File: config.mk
export PLATFORM = sky130hd
export DESIGN_NAME = ir_adc_scheduler
export DESIGN_NICKNAME = d
export VERILOG_FILES = /design/src/rtl/ir_adc_pkg.sv /design/src/rtl/cycle_timer.sv /design/src/rtl/ir_adc_scheduler.sv
export SDC_FILE = /design/constraint.sdc
export NUM_CORES = 1
export LEC_CHECK = 0
export BUFFER_PORTS_ARGS = -buffer_cell sky130_fd_sc_hd__buf_4
export CORE_MARGIN = 2
export CORE_UTILIZATION = 40
export CTS_CLUSTER_SIZE = 12
export DETAILED_ROUTE_END_ITERATION = 8
export GPL_TIMING_DRIVEN = 0
export SYNTH_ARGS = -nofsm -noshare
export SYNTH_HDL_FRONTEND = slang
export SYNTH_HIERARCHICAL = 1
export SYNTH_SLANG_ARGS = --single-unit
File: constraint.sdc
create_clock -name clk_in -period 3.5 [get_ports clk_in]
set_input_delay 0.175 -clock clk_in [delete_from_list [all_inputs] [get_ports clk_in]]
set_output_delay 0.175 -clock clk_in [all_outputs]
set_load 0.1 [all_outputs]
File: src/rtl/ir_adc_pkg.sv
// rtl/ir_adc_pkg.sv - shared types and constants for the IR ADC scheduler
// ADS1115 pointer values, channel indices and config MSB encoding.
package ir_adc_pkg;

  typedef enum logic [3:0] {
    S_IDLE,
    S_CFG,
    S_CFG_WAIT,
    S_CONV_WAIT,
    S_PTR,
    S_PTR_WAIT,
    S_RD,
    S_RD_WAIT,
    S_STORE
  } adc_sched_state_t;

  localparam logic [7:0] PTR_CONV = 8'h00;
  localparam logic [7:0] PTR_CFG  = 8'h01;

  localparam logic [1:0] CH_RIGHT = 2'd0;
  localparam logic [1:0] CH_FWD   = 2'd1;
  localparam logic [1:0] CH_LEFT  = 2'd2;

  // OS=1, single-ended mux AIN<ch> vs GND, PGA=4.096V, single-shot mode
  function automatic logic [7:0] cfg_msb(input logic [1:0] ch);
    logic [2:0] mux;
    mux = 3'd4 + {1'b0, ch};
    return {1'b1, mux, 3'b001, 1'b1};
  endfunction

endpackage

File: src/rtl/cycle_timer.sv
// rtl/cycle_timer.sv - clearable up-counter with programmable terminal value
// Holds at the terminal value; done is high while count equals terminal.
module cycle_timer #(
  parameter int WIDTH = 32
) (
  input  logic             clk,
  input  logic             rst,
  input  logic             clear,
  input  logic [WIDTH-1:0] terminal,
  output logic             done
);

  logic [WIDTH-1:0] count;

  assign done = !clear && (count == terminal);

  always_ff @(posedge clk or posedge rst) begin
    if (rst) begin
      count <= '0;
    end else if (clear) begin
      count <= '0;
    end else if (count != terminal) begin
      count <= count + 1'b1;
    end
  end

endmodule

File: src/rtl/ir_adc_scheduler.sv
// rtl/ir_adc_scheduler.sv - round-robin ADS1115 sampler for three IR range sensors
// Drives the shared I2C transaction engine: config write, conversion wait, pointer write, 2-byte read.
module ir_adc_scheduler
  import ir_adc_pkg::*;
#(
  parameter int unsigned CONV_WAIT_CYCLES   = 500000,
  parameter int unsigned TXN_TIMEOUT_CYCLES = 2000000,
  parameter logic [7:0]  CFG_LSB            = 8'h83
) (
  input  logic        clk_in,
  input  logic        reset_in,
  input  logic        enable,
  input  logic        txn_busy,
  input  logic        txn_done,
  input  logic        txn_nack,
  input  logic [15:0] txn_dout,
  output logic        txn_start,
  output logic        txn_rd_nwr,
  output logic [23:0] txn_din,
  output logic [1:0]  txn_bytes,
  output logic [15:0] right_ir,
  output logic [15:0] forward_ir,
  output logic [15:0] left_ir,
  output logic        sample_valid,
  output logic [1:0]  sample_ch,
  output logic        fault,
  output logic [7:0]  fault_count
);

  localparam logic [31:0] CONV_TERM    = 32'(CONV_WAIT_CYCLES - 1);
  localparam logic [31:0] TIMEOUT_TERM = 32'(TXN_TIMEOUT_CYCLES - 1);

  adc_sched_state_t state;
  logic [1:0]       ch;
  logic [1:0]       ch_next;
  logic             in_txn_wait;
  logic             conv_done;
  logic             txn_timeout;
  logic             txn_fail;
  logic [15:0]      sample;

  assign in_txn_wait = (state == S_CFG_WAIT) || (state == S_PTR_WAIT) || (state == S_RD_WAIT);
  assign ch_next     = (ch == CH_LEFT) ? CH_RIGHT : ch + 2'd1;
  // txn_done takes priority over a timeout expiring in the same cycle
  assign txn_fail    = in_txn_wait && (txn_done ? txn_nack : txn_timeout);
  assign sample      = txn_dout[15] ? 16'h0000 : txn_dout;

  cycle_timer #(.WIDTH(32)) u_conv_timer (
    .clk      (clk_in),
    .rst      (reset_in),
    .clear    (state != S_CONV_WAIT),
    .terminal (CONV_TERM),
    .done     (conv_done)
  );

  cycle_timer #(.WIDTH(32)) u_txn_timer (
    .clk      (clk_in),
    .rst      (reset_in),
    .clear    (!in_txn_wait),
    .terminal (TIMEOUT_TERM),
    .done     (txn_timeout)
  );

  always_ff @(posedge clk_in or posedge reset_in) begin
    if (reset_in) begin
      state        <= S_IDLE;
      ch           <= CH_RIGHT;
      txn_start    <= 1'b0;
      txn_rd_nwr   <= 1'b0;
      txn_din      <= '0;
      txn_bytes    <= '0;
      right_ir     <= '0;
      forward_ir   <= '0;
      left_ir      <= '0;
      sample_valid <= 1'b0;
      sample_ch    <= '0;
      fault        <= 1'b0;
      fault_count  <= '0;
    end else begin
      txn_start    <= 1'b0;
      sample_valid <= 1'b0;
      if (txn_fail) begin
        fault       <= 1'b1;
        fault_count <= (fault_count == 8'hFF) ? fault_count : fault_count + 8'd1;
        ch          <= ch_next;
        state       <= S_IDLE;
      end else begin
        case (state)
          S_IDLE: begin
            if (enable && !txn_busy) state <= S_CFG;
          end
          S_CFG: begin
            if (!txn_busy) begin
              txn_start  <= 1'b1;
              txn_rd_nwr <= 1'b0;
              txn_din    <= {PTR_CFG, cfg_msb(ch), CFG_LSB};
              txn_bytes  <= 2'd3;
              state      <= S_CFG_WAIT;
            end
          end
          S_CFG_WAIT: begin
            if (txn_done) state <= S_CONV_WAIT;
          end
          S_CONV_WAIT: begin
            if (!enable) state <= S_IDLE;
            else if (conv_done) state <= S_PTR;
          end
          S_PTR: begin
            if (!txn_busy) begin
              txn_start  <= 1'b1;
              txn_rd_nwr <= 1'b0;
              txn_din    <= {PTR_CONV, 16'h0000};
              txn_bytes  <= 2'd1;
              state      <= S_PTR_WAIT;
            end
          end
          S_PTR_WAIT: begin
            if (txn_done) state <= S_RD;
          end
          S_RD: begin
            if (!txn_busy) begin
              txn_start  <= 1'b1;
              txn_rd_nwr <= 1'b1;
              txn_din    <= '0;
              txn_bytes  <= 2'd2;
              state      <= S_RD_WAIT;
            end
          end
          S_RD_WAIT: begin
            // result is latched here so it lands one cycle after txn_done
            if (txn_done) begin
              case (ch)
                CH_RIGHT: right_ir   <= sample;
                CH_FWD:   forward_ir <= sample;
                default:  left_ir    <= sample;
              endcase
              sample_valid <= 1'b1;
              sample_ch    <= ch;
              state        <= S_STORE;
            end
          end
          S_STORE: begin
            ch    <= ch_next;
            state <= enable ? S_CFG : S_IDLE;
          end
          default: state <= S_IDLE;
        endcase
      end
    end
  end

endmodule
Yosys cells after proc, flatten, opt, wreduce, memory -nomap -nowiden --
Index checks and enable logic that the tools add are counted. Widths: inputs -> output; s select.
Storage, ports and cells: bits in registers 158, output and inout bits 88
Operators by class: $add $sub $neg 5, eq/ne operators 30, muxes and demuxes 37, bitwise logic cells 3, reductions and logical operators 28
Operators by type and width (number):
- $mux 32 | 4
- $add 32x1->32 const B | 2
- $mux 24 | 2
- $pmux 24 s2 | 1
- $mux 4 | 10
- $pmux 4 s9 | 1
- $eq 32x19->1 const B | 1
- $eq 32x21->1 const B | 1
- $ne 32x19->1 const B | 1
- $ne 32x21->1 const B | 1
- $ne 3x3->1 const B | 7
- $reduce_and 4->1 | 5
- $eq 4x3->1 const B | 4
- $mux 15 | 1
- $mux 2 | 6
- $mux 1 | 10
- $ne 2x2->1 const B | 5
- $add 8x1->8 const B | 1
- $eq 4x2->1 const B | 2
- $eq 8x8->1 const B | 1
- $reduce_and 8->1 | 1
- $reduce_bool 2->1 | 4
- $pmux 2 s3 | 1
- $reduce_or 2->1 | 3
- 21 further kinds | 28

Depth between registers and ports, before layout --
word-level depth 8, gate-level depth with buffers 14, mapped depth without buffers 10

Cells and area by module --
The synthesis kept the hierarchy.
Modules (own cells, without submodules):
- cycle_timer | instances 2, cells each 276, area an instance 2362.3 um2
- ir_adc_scheduler | instances 1, cells each 273, area an instance 3285.7 um2

Worst setup path after synthesis --
OpenSTA, ideal clock, no wires.
kind reg-to-reg, from reg state[2], to reg right_ir[0], arrival 3.016 ns, required time 3.374 ns, path slack 0.358 ns, stages on the path, launching flop included 14, clock period less this slack 3.142 ns, path through dfrtp_1 buf_6 or3b_4 nand2_1 nand2_1 or3_1 nor3_4 buf_2 buf_6 mux2_2 nor2_2 nand2_1 buf_2 mux2_2
On the way: word-level cells in the longest chain between the ends 8
RTL lines:
- start: declaration | RTL line ir_adc_scheduler.sv:33 | adc_sched_state_t state;
- start signal: assignment | RTL line ir_adc_scheduler.sv:144 | state <= enable ? S_CFG : S_IDLE;
- $eq 4x2->1 / $eq 4x3->1 (equally long branches) | RTL line ir_adc_scheduler.sv:42 | assign in_txn_wait = (state == S_CFG_WAIT) || (state == S_PTR_WAIT) || (state == S_RD_WAIT);
- $logic_or 1x1->1 | RTL line ir_adc_scheduler.sv:42
- $logic_or 1x1->1 (*) | RTL line ir_adc_scheduler.sv:42
- $logic_and 1x1->1 (*) | RTL line cycle_timer.sv:15 | assign done = !clear && (count == terminal);
- named net txn_timeout | RTL line ir_adc_scheduler.sv:38 | logic txn_timeout;
- $mux 1 (*) | RTL line ir_adc_scheduler.sv:45 | assign txn_fail = in_txn_wait && (txn_done ? txn_nack : txn_timeout);
- $logic_and 1x1->1 (*) | RTL line ir_adc_scheduler.sv:45
- $not 1->1 (no line) (*)
- $reduce_and 4->1 (no line) (*)
- end signal: assignment | RTL line ir_adc_scheduler.sv:133 | CH_RIGHT: right_ir <= sample;
- end: declaration | RTL line ir_adc_scheduler.sv:21 | output logic [15:0] right_ir,
The timed path passes the listed nets; every way through them passes the cells marked *. A chain may end at the register's enable or synchronous reset.

Worst setup path in the final report --
from reg state[2], to reg forward_ir[3]
On the way: word-level cells in the longest chain between the ends 8
RTL lines:
- $eq 4x2->1 / $eq 4x3->1 (equally long branches) | RTL line ir_adc_scheduler.sv:42
- $logic_or 1x1->1 | RTL line ir_adc_scheduler.sv:42
- $logic_or 1x1->1 (*) | RTL line ir_adc_scheduler.sv:42
- $logic_and 1x1->1 (*) | RTL line cycle_timer.sv:15
- named net txn_timeout | RTL line ir_adc_scheduler.sv:38
- $mux 1 (*) | RTL line ir_adc_scheduler.sv:45
- $logic_and 1x1->1 (*) | RTL line ir_adc_scheduler.sv:45
- $not 1->1 (no line) (*)
- $reduce_and 4->1 (no line) (*)
- end signal: assignment | RTL line ir_adc_scheduler.sv:134 | CH_FWD: forward_ir <= sample;
- end: declaration | RTL line ir_adc_scheduler.sv:22 | output logic [15:0] forward_ir,
Marked as above.

==> PnR_summary.wiki <==
{| class="wikitable"
! Metric !! Value
|-
| Run status || finished, final reports clean
|-
| Routed via count divided by cell count || 5.04
|-
| Filler Cells Inserted || 1863
|-
| Power share of the sequential group || 36.4%
|-
| Share of post-route cells with drive strength above 1 || 26.1%
|-
| Post-route clock skew || 0.0113 ns
|-
| Final HPWL from detailed placement || 13800 um
|-
| Final #Nets || 1043
|-
| FF-to-FF Start || state[2]
|-
| Combinational Power Share || 25.8%
|-
| Antenna violations before repair || 0
|-
| Maximum vdd ir drop || 0.354 mV
|-
| Clock share of power || 37.9%
|-
| Data arrival time of the critical path || 3.55 ns
|-
| Pre-antenna DRT Iters || 5
|-
| Number of library cell types mapped by synthesis || 62
|-
| Largest stage delay, worst path || 0.42 ns
|-
| Initial drt markers || 374
|-
| Crit-path max FO || 11
|-
| Antenna Nets Post-Route || 0
|-
| TritonCTS clock tree || built
|-
| Switching pwr || 1710 uW
|-
| Data required, critical path || 3.81 ns
|-
| Slew headroom || 51.1%
|-
| Area leader, netlist || dfrtp_1
|-
| Share of the synthesized area in the top cell type || 41.9%
|-
| Wire per inst || 14.7 um
|-
| Hold Path Class || input port to flip-flop
|-
| Area post-placement || 9360 um2
|-
| Sequential-to-total area share from yosys stat || 41.9%
|-
| Final clock period utilization by the worst path || 92.8%
|-
| Standard cell core area || 19500 um2
|-
| Cells along the critical path || buf_6, or3b_4, nand2_1, nand2_1, or3_1, nor3_4, buf_6, buf_6, mux2_2, nor2_2, and2_1, buf_2, buf_4, mux2_2
|-
| Top-count cell post-synth || dfrtp_1
|-
| Seq cells post-synth || 134
|-
| Pin count of the biggest net entering global routing || 71
|-
| Actual transition at the worst max-transition pin || 0.733 ns
|-
| Cell at the slowest stage of the critical path || or3_1
|-
| Clock Root Buffer || clkbuf_16
|-
| Horiz. Die Dim || 146 um
|-
| Std-Cell Rows || 51
|-
| Starting density of the core || 41.0%
|-
| Total power per unit cell area || 471 nW/um2
|-
| Floorplan die area || 21200 um2
|-
| Num CTS Buffers || 17
|-
| Final design instance area without fill || 9980 um2
|-
| Proportion of total power due to net switching || 36.4%
|-
| Post-synthesis instance area || 8010 um2
|-
| Critical path buffer and inverter count || 5
|-
| Beginning of the critical path || state[2]
|-
| CP startpoint kind || flip-flop
|-
| Setup repair after global routing missed its margin || no
|-
| Total inserted antenna cells || 0
|-
| Clock period minus worst slack || 3.25 ns
|-
| Internal power summed over all cells || 2990 uW
|-
| Insertion delay of the later-clocked pin in the worst-skew pair || 0.43 ns
|-
| Dominant register cell in the synthesized netlist || dfrtp_1
|-
| Register cell area after layout || 3350 um2
|-
| Warning count from the yosys run || 6
|-
| Total routing resource utilization after global routing || 18.6%
|-
| Final RePlAce weighted congestion || 0.880
|-
| CTS Buffer Depth || 2
|-
| Sink count of the clock tree || 134
|-
| Count of vias placed by the detailed router || 6529
|-
| Most area-consuming cells after synthesis || dfrtp_1, mux2_2, xor2_1
|-
| I/O Buffers || 92
|-
| Remaining routing DRC violations || 0
|-
| Leading cell types by count after synthesis || dfrtp_1, nand2_1, xor2_1, o21ai_0, mux2_2
|-
| Area growth from synthesis to layout || 24.6%
|-
| Most Frequent Cell on Critical Path || buf_6
|-
| Number of hold violations in the final report || 0
|-
| Die Y || 146 um
|-
| Max-Cap Viols || 0
|-
| Via count of the first global-routing pass || 6338
|-
| Total of endpoints with negative setup slack in the final report || 0
|-
| Worst Path Class, Setup || flip-flop to flip-flop
|-
| Mapped Cells || 825
|-
| CP endpoint kind || flip-flop
|-
| Cell family with most CP delay || simple AND/OR/NAND/NOR gates
|-
| Highest attainable clock frequency || 308 MHz
|-
| Count of H-tree levels built during CTS || 4
|-
| Number of flops mapped to enable cells by yosys || 0
|-
| IO Pins || 110
|-
| Total count of max-transition violations in the final report || 0
|-
| Leak pwr || 0.00482 uW
|-
| Mean post-synth cell area || 9.71 um2
|-
| Grt ovf || 0
|-
| Area of combinational cells with multiple inputs || 4350 um2
|-
| Post-CTS clock slew at the launch and capture registers of the worst setup and hold paths || 0.06 ns
|-
| Proportion of synthesized flip-flops having asynchronous set or reset || 100%
|-
| Routed WL || 19000 um
|-
| Hold slack final || 0.126 ns
|-
| Hold_sp || enable
|-
| Wire length of the first global-routing pass || 32200 um
|}
==> worst min-delay path, stage by stage <==
cell and delay, ns:
buf_4 0.10, a32oi_1 0.08, nor3_1 0.13
==> cell usage in the layout (no fill, tap or decap), drive strengths merged, types with 28 or more instances in the layout <==
cell type and n:
dfrtp 134, nor4 29, nor2 42, nand3 44, xor2 58, o21ai 55
nor2b 28, mux2 51, nand2 70, clkbuf 44, conb 81, buf 156
==> registers in the layout, indices dropped and copies added (netlist names), 3 cells and up <==
name / flops
forward_ir: 15
right_ir: 15
u_txn_timer/count: 32
state: 4
u_conv_timer/count: 32
fault_count: 8
txn_din: 3
left_ir: 15
==> cells by family after synthesis <==
family | synth area share (%)
AOI/OAI and AO/OA | 10.2
xor gates and xnor gates | 7.86
adders and majority gates | 0.469
buffers and inverters | 7.61
DFF | 41.9
muxes | 8.54
other | 0.0938
and+or+nand+nor | 23.4
==> final timing paths <==
kind | to | slack (ns) | cells past startpoint
hold reg to reg | fault | 0.49 | 1
max in group asynchronous | u_conv_timer/count[10] | 2.55 | 3
setup reg to reg | forward_ir[3] | 0.25 | 14
hold / removal | state[2] | 0.13 | 3
setup / recovery | forward_ir[3] | 0.25 | 14
min in group asynchronous | state[2] | 0.41 | 4
==> metal layers <==
metal  vias to the layer above  global-route usage [%]  share of wire (%)
li1                       3239                       -                  -
met1                      3114                    25.6                 48
met2                       156                    30.2                 47
met3                        20                    2.98                3.9
met4                         0                    5.88                1.4
met5                         -                       0                  0
==> stage by stage <==
| step | setup slack (ns) | std cells | total power, uW | util, % | setup TNS, ns |
|---|---|---|---|---|---|
| 3_3_place_gp | -0.141 | 1261 | 2930 | 47.8 | -1.40 |
| 2_1_floorplan | 0.358 | 904 | 2650 | - | 0 |
| 6_report | 0.252 | 1296 | 4710 | 51.1 | 0 |
| 4_1_cts | 0.0574 | 1295 | 4750 | 51.0 | 0 |
| 5_1_grt | 0.0558 | 1296 | 4930 | 51.1 | 0 |
| 3_5_place_dp | -0.191 | 1262 | 2950 | 47.9 | -1.79 |
==> repair_timing <==
action / in CTS / in global routing
cloned: 0 / 0
pin swaps: 0 / 1
setup endpoints to repair: 13 / 25
setup buffers: 0 / 2
hold endpoints to repair: 70 / 0
gates resized for setup: 3 / 5
hold buffers: 1 / 0
==> layout make-up <==
class / count / area share, %
multi-input cells: 669 / 43.6
repair buffers: 96 / 7.45
well taps: 265 / 3.32
inverters: 12 / 0.476
plain buffers: 88 / 5.73
flip-flops and latches: 134 / 33.6
clock buffers: 17 / 4.26
clock inverters: 15 / 1.60
==> power groups by stage <==
stage / Clock, uW / Sequential [uW] / Combinational [uW]
floorplan: 0 / 1980 / 673
detailed placement: 0 / 1740 / 1210
CTS: 1820 / 1710 / 1220
finish: 1780 / 1710 / 1210
global placement: 0 / 1740 / 1200
global route: 1890 / 1720 / 1320
Power figures use the tool's default switching activity.
